==> src/rtl/usb_ep0_desc_reader.sv <==
// rtl/usb_ep0_desc_reader.sv - EP0 GET_DESCRIPTOR control-transfer engine
// Optional feature macro: USB_DESC_STALL_EN (STALL unsupported requests and unknown descriptors).
module usb_ep0_desc_reader #(
    parameter int MAX_PKT = 8
) (
    input  logic        clk,
    input  logic        rst,
    input  logic        setup_valid,
    input  logic [63:0] setup_data,
    input  logic        in_token,
    input  logic        out_status,
    input  logic        tx_ack,
    input  logic        tx_timeout,
    output logic [7:0]  desc_type,
    output logic [7:0]  desc_index,
    output logic [15:0] desc_req_len,
    output logic [15:0] desc_byte_index,
    input  logic [7:0]  desc_data,
    input  logic        desc_valid,
    output logic        tx_valid,
    input  logic        tx_ready,
    output logic [7:0]  tx_data,
    output logic        tx_last,
    output logic        tx_zlp,
    output logic        tx_data1,
    output logic        stall,
    output logic        busy,
    output logic        done
);
    localparam int CW = $clog2(MAX_PKT + 1);
    localparam logic [CW-1:0] MAX_N = CW'(MAX_PKT);
    localparam logic [CW-1:0] ONE   = CW'(1);

    typedef enum logic [2:0] {
        S_IDLE, S_WAIT_IN, S_FILL, S_SEND, S_WAIT_ACK, S_STALL_PEND
    } state_t;

    state_t        state_q, state_d;
    logic [7:0]    type_q, type_d, index_q, index_d;
    logic [15:0]   req_len_q, req_len_d, sent_q, sent_d;
    logic [CW-1:0] n_q, n_d, ptr_q, ptr_d;
    logic          toggle_q, toggle_d, complete_q, complete_d;
    logic          done_q, done_d, stall_q, stall_d;
    logic [7:0]    buf_q [2**CW];
    logic          buf_we;
    logic [15:0]   n_ext;
    logic          setup_ok, unknown_desc, last_beat;
    logic          unused_wIndex;

    assign unused_wIndex = ^setup_data[47:32];
    assign n_ext    = {{(16-CW){1'b0}}, n_q};
    assign setup_ok = ((setup_data[7:0] == 8'h80) || (setup_data[7:0] == 8'h81))
                      && (setup_data[15:8] == 8'h06);
    assign last_beat = (n_q == '0) || (ptr_q == n_q - ONE);

`ifdef USB_DESC_STALL_EN
    // Nothing readable at byte 0 of a non-empty request means the ROM has no such descriptor.
    assign unknown_desc = (n_q == '0) && (sent_q == 16'd0) && (req_len_q != 16'd0);
`else
    assign unknown_desc = 1'b0;
`endif

    always_comb begin
        state_d    = state_q;
        type_d     = type_q;
        index_d    = index_q;
        req_len_d  = req_len_q;
        sent_d     = sent_q;
        n_d        = n_q;
        ptr_d      = ptr_q;
        toggle_d   = toggle_q;
        complete_d = complete_q;
        done_d     = 1'b0;
        stall_d    = 1'b0;
        buf_we     = 1'b0;
        case (state_q)
            S_WAIT_IN: begin
                if (out_status) begin
                    done_d  = 1'b1;
                    state_d = S_IDLE;
                end else if (in_token && !complete_q) begin
                    n_d     = '0;
                    state_d = S_FILL;
                end
            end
            S_FILL: begin
                if ((n_q == MAX_N) || !desc_valid) begin
                    if (unknown_desc) begin
                        stall_d = 1'b1;
                        state_d = S_IDLE;
                    end else begin
                        ptr_d   = '0;
                        state_d = S_SEND;
                    end
                end else begin
                    buf_we = 1'b1;
                    n_d    = n_q + ONE;
                end
            end
            S_SEND: begin
                if (tx_ready) begin
                    if (last_beat) state_d = S_WAIT_ACK;
                    else           ptr_d   = ptr_q + ONE;
                end
            end
            S_WAIT_ACK: begin
                if (tx_ack) begin
                    sent_d   = sent_q + n_ext;
                    toggle_d = ~toggle_q;
                    // With wLength==0 the ZLP just sent is itself the status stage.
                    if (req_len_q == 16'd0) begin
                        done_d  = 1'b1;
                        state_d = S_IDLE;
                    end else begin
                        complete_d = (sent_d == req_len_q) || (n_q != MAX_N);
                        state_d    = S_WAIT_IN;
                    end
                end else if (tx_timeout) begin
                    state_d = S_WAIT_IN;
                end
            end
            S_STALL_PEND: begin
                if (in_token) begin
                    stall_d = 1'b1;
                    state_d = S_IDLE;
                end
            end
            default: ;
        endcase
        if (setup_valid) begin
            done_d  = 1'b0;
            stall_d = 1'b0;
            if (setup_ok) begin
                type_d     = setup_data[31:24];
                index_d    = setup_data[23:16];
                req_len_d  = setup_data[63:48];
                sent_d     = 16'd0;
                n_d        = '0;
                ptr_d      = '0;
                toggle_d   = 1'b1;
                complete_d = 1'b0;
                state_d    = S_WAIT_IN;
            end else begin
`ifdef USB_DESC_STALL_EN
                state_d = S_STALL_PEND;
`else
                state_d = S_IDLE;
`endif
            end
        end
    end

    always_ff @(posedge clk) begin
        if (rst) begin
            state_q    <= S_IDLE;
            type_q     <= 8'd0;
            index_q    <= 8'd0;
            req_len_q  <= 16'd0;
            sent_q     <= 16'd0;
            n_q        <= '0;
            ptr_q      <= '0;
            toggle_q   <= 1'b1;
            complete_q <= 1'b0;
            done_q     <= 1'b0;
            stall_q    <= 1'b0;
        end else begin
            state_q    <= state_d;
            type_q     <= type_d;
            index_q    <= index_d;
            req_len_q  <= req_len_d;
            sent_q     <= sent_d;
            n_q        <= n_d;
            ptr_q      <= ptr_d;
            toggle_q   <= toggle_d;
            complete_q <= complete_d;
            done_q     <= done_d;
            stall_q    <= stall_d;
        end
    end

    always_ff @(posedge clk) begin
        if (buf_we) buf_q[n_q] <= desc_data;
    end

    assign desc_type       = type_q;
    assign desc_index      = index_q;
    assign desc_req_len    = req_len_q;
    assign desc_byte_index = sent_q + n_ext;
    assign tx_valid        = (state_q == S_SEND) && !rst;
    assign tx_data         = (state_q == S_SEND) ? buf_q[ptr_q] : 8'd0;
    assign tx_last         = (state_q == S_SEND) && last_beat;
    assign tx_zlp          = (state_q == S_SEND) && (n_q == '0);
    assign tx_data1        = (state_q == S_SEND) && toggle_q;
    assign stall           = stall_q;
    assign busy            = (state_q != S_IDLE);
    assign done            = done_q;

endmodule

==> config.mk <==
export PLATFORM = sky130hd
export DESIGN_NAME = usb_ep0_desc_reader
export DESIGN_NICKNAME = d
export VERILOG_FILES = /design/src/rtl/usb_ep0_desc_reader.sv
export SDC_FILE = /design/constraint.sdc
export NUM_CORES = 1
export LEC_CHECK = 0
export CAP_MARGIN = 10
export CORE_UTILIZATION = 57
export DETAILED_ROUTE_END_ITERATION = 7
export DONT_BUFFER_PORTS = 1
export PLACE_DENSITY = 0.84
export SETUP_SLACK_MARGIN = 0.05
export SYNTH_ARGS = -nofsm -noshare
export SYNTH_HDL_FRONTEND = slang
export SYNTH_SLANG_ARGS = --single-unit
==> constraint.sdc <==
create_clock -name clk -period 2.6 [get_ports clk]
set_clock_uncertainty 0.05 [all_clocks]
set_input_delay 0.65 -clock clk [delete_from_list [all_inputs] [get_ports clk]]
set_output_delay 0.65 -clock clk [all_outputs]
set_load 0.03 [all_outputs]
==> reports/qor.yml <==
status: "complete, but fails checks"
violations: "setup timing"
period_needed_ns: 2.949
syn2layout_area_growth_pct: 22.65
drv_slew: 0
path_max_fanout: 16
path_buf_inv: 1
synth_top_cell_area_share_pct: 45.52
path_class: "reg2out"
worstPathArrival_ns: 2.25
reg2regPathDepth: 10
p_leak_uw: 0.003913
fillCellCount: 884
setup_ws_ns: -0.3485
grt_pass1_wl_um: 30900
fin_nets: 803
endpoint: "tx_data[5]"
wl_per_cell_um: 23.28
die_area_mm2: 0.01531
ios: 144
holdBufCountCts: 0
synth_seq_cells: 191
hold_path_class: "in2reg"
cts_tree: "built"
synth_edf_count: 128
drtIter0Drc: 541
worst_ir_drop_vdd_mv: 0.4624
grt-ovfl-total: 0
power_density_mw_per_mm2: 562.2
drc: 0
ys.flop_type: "edfxtp_1"
ys_warn_count: 0
synth.avg_cell_area_um2: 13.62
required_ns: 1.90
fin_hold_ws_ns: 0.2337
grt_pass1_vias: 5814
synthTopCellsByArea: "edfxtp_1 46%, dfxtp_1 15%, mux4_2 11%, mux2i_1 3.9%, nor2_1 3.2%"
root_buffer: "clkbuf_16"
final.period_utilization_pct: 113.4
wl_um: 21140
die_height_um: 123.7
syn-instance-count: 620
clk_pin_slew_ns: 0.07
cap_violations: 0
relSlewSlack_pct: 61.96
fin_util_pct: 71.53
worst_slew_pin_slew_ns: 0.5707
slowest_delay_ns: 0.51
start_util_pct: 58.32
rsz0062_at_grt: "yes"
core-area_mm2: 0.01448
grt_max_degree: 39
synth_most_common_cell: "edfxtp_1"
place_congestion: 0.8740
seq_area_mm2: 0.005124
r2r-start: "n_q[0]"
final_layout_size_suffix_gt1_share_pct: 31.35
crit_top_cell: "mux4_2"
synth_top_area_cell: "edfxtp_1"
async_flop_share_pct: 0
netlist_area_mm2: 0.008444
r2r-end: "complete_q"
final_antenna_net_count: 0
critPathLaunch: "ptr_q[0]"
cp.depth: 4
dp.final_hpwl_um: 13030
h-tree-depth: 4
end_kind: "output port"
worst_path_max_delay_cell: "mux4_2"
vias: 5718
reg2reg_slack_ns: -0.12
power_uw: 5823
fin_area_mm2: 0.01036
path_delay_family: "multiplexers"
cts_buffers: 17
num_antenna_cells: 0
max_freq_mhz: 339.2
clock_latency_ns: 0.43
clock_sinks: 191
setup_viol_count_final: 23
placed_cell_area_mm2: 0.009219
cp-start-kind: "flip-flop"
synthTopCellsByCount: "128 x edfxtp_1, 72 x nor2_1, 63 x dfxtp_1"
hold_viol: 0
ys_seq_area_share_pct: 60.45
port_buffers: 0
crit_path_cell_trace: "buf_12, mux4_2, mux4_2, and2_4"
row_count: 44
ys_types: 63
vias_per_cell: 6.297
multi_input_area_mm2: 0.003577
grt_usage_pct: 28.24
dieWidth_um: 123.7
dr.pass1.iters: 5
antenna_found_initial: 0
clockBufferDepth: 2
## power by group
part,internal [µW],switching (µW)
Combinational,37.9,54.4
Sequential,3250,10.9
Clock,1330,1140
## metrics by stage
stage / std cells / worst slack (ns) / TNS, ns
final: 908 / -0.3485 / -6.044
after global routing: 908 / -0.4292 / -7.411
after CTS: 893 / -0.3928 / -5.054
after detailed placement: 849 / 0.04075 / 0
after global placement: 849 / 0.07772 / 0
after floorplan: 627 / -0.01340 / -0.4267
## state kept, by name, summed over array words and instances (netlist names), 3 cells and up
signal and flops:
ptr_q 4, desc_type 8, sent_q 16, desc_req_len 16, buf_q 128, state_q 3
desc_index 8, n_q 4
## placed cells by master, fill, tap and decap left out, types with 8 or more instances in the layout
cell type	instances
conb_1	8
inv_1	14
buf_4	78
nand3_1	13
nand4_1	10
xnor2_1	16
nand2_1	27
edfxtp_1	128
clkbuf_16	17
dfxtp_1	52
mux2i_1	33
dfxtp_2	9
mux4_2	40
nor2_1	67
o21ai_0	10
nor3_1	13
xor2_1	17
a21oi_1	15
buf_6	13
and2_4	8
## cell families (layout without fill, tap and decap cells)
| family | after synthesis | count (layout) | share of synthesized area [%] |
|---|---|---|---|
| XOR/XNOR | 44 | 44 | 4.741 |
| other | 1 | 8 | 0.04441 |
| buffers and inverters | 44 | 141 | 2.193 |
| AO/OA/AOI/OAI | 64 | 64 | 5.142 |
| flip-flops | 191 | 191 | 60.45 |
| AND/OR/NAND/NOR | 192 | 192 | 11.13 |
| multiplexers | 73 | 73 | 14.58 |
| adder cells (fa/ha/maj) | 11 | 11 | 1.719 |
## metal layers
layer  vias to the layer above  GRT usage [%]  part of all wire [%]
met2                       350          50.69                    52
met4                         0          11.82                   3.6
li1                       2492              -                     -
met1                      2810          31.83                    36
met5                         -              0                     0
met3                        66          7.097                   8.6
## area by class of cell
cell class | instances | share of cell area (%)
well taps | 184 | 2.223
multi-input cells | 392 | 34.54
flip-flops and latches | 191 | 49.47
clock buffers | 17 | 4.107
clock inverters | 15 | 1.317
inverters | 14 | 0.5074
repair buffers | 95 | 7.840
## worst reg2reg max path: cells and delay by family (launching register included)
family | cells | cell delay, ns
adder cells (fa/ha/maj) | 2 | 0.42
buffers and inverters | 1 | 0.18
AND/OR/NAND/NOR | 3 | 0.69
AO/OA/AOI/OAI | 2 | 0.49
flip-flops | 1 | 0.38
XOR/XNOR | 2 | 0.44
## repair_timing
item,4_1_cts,5_1_grt
pin swaps,16,16
setup buffers,12,15
resized for setup,57,17
setup endpoints to repair,24,25
## how the worst min path moves through the flow
stage,startpoint,endpoint,slack (ns),cells after the start
after global routing,rst,desc_req_len[15],0.21,1
after CTS,rst,desc_type[5],0.22,1
after detailed placement,sent_q[3],sent_q[3],0.43,2
after floorplan,sent_q[3],sent_q[3],0.39,2
after global placement,sent_q[3],sent_q[3],0.41,2
final,rst,desc_type[5],0.23,1
(Power assumes the default switching activity.)
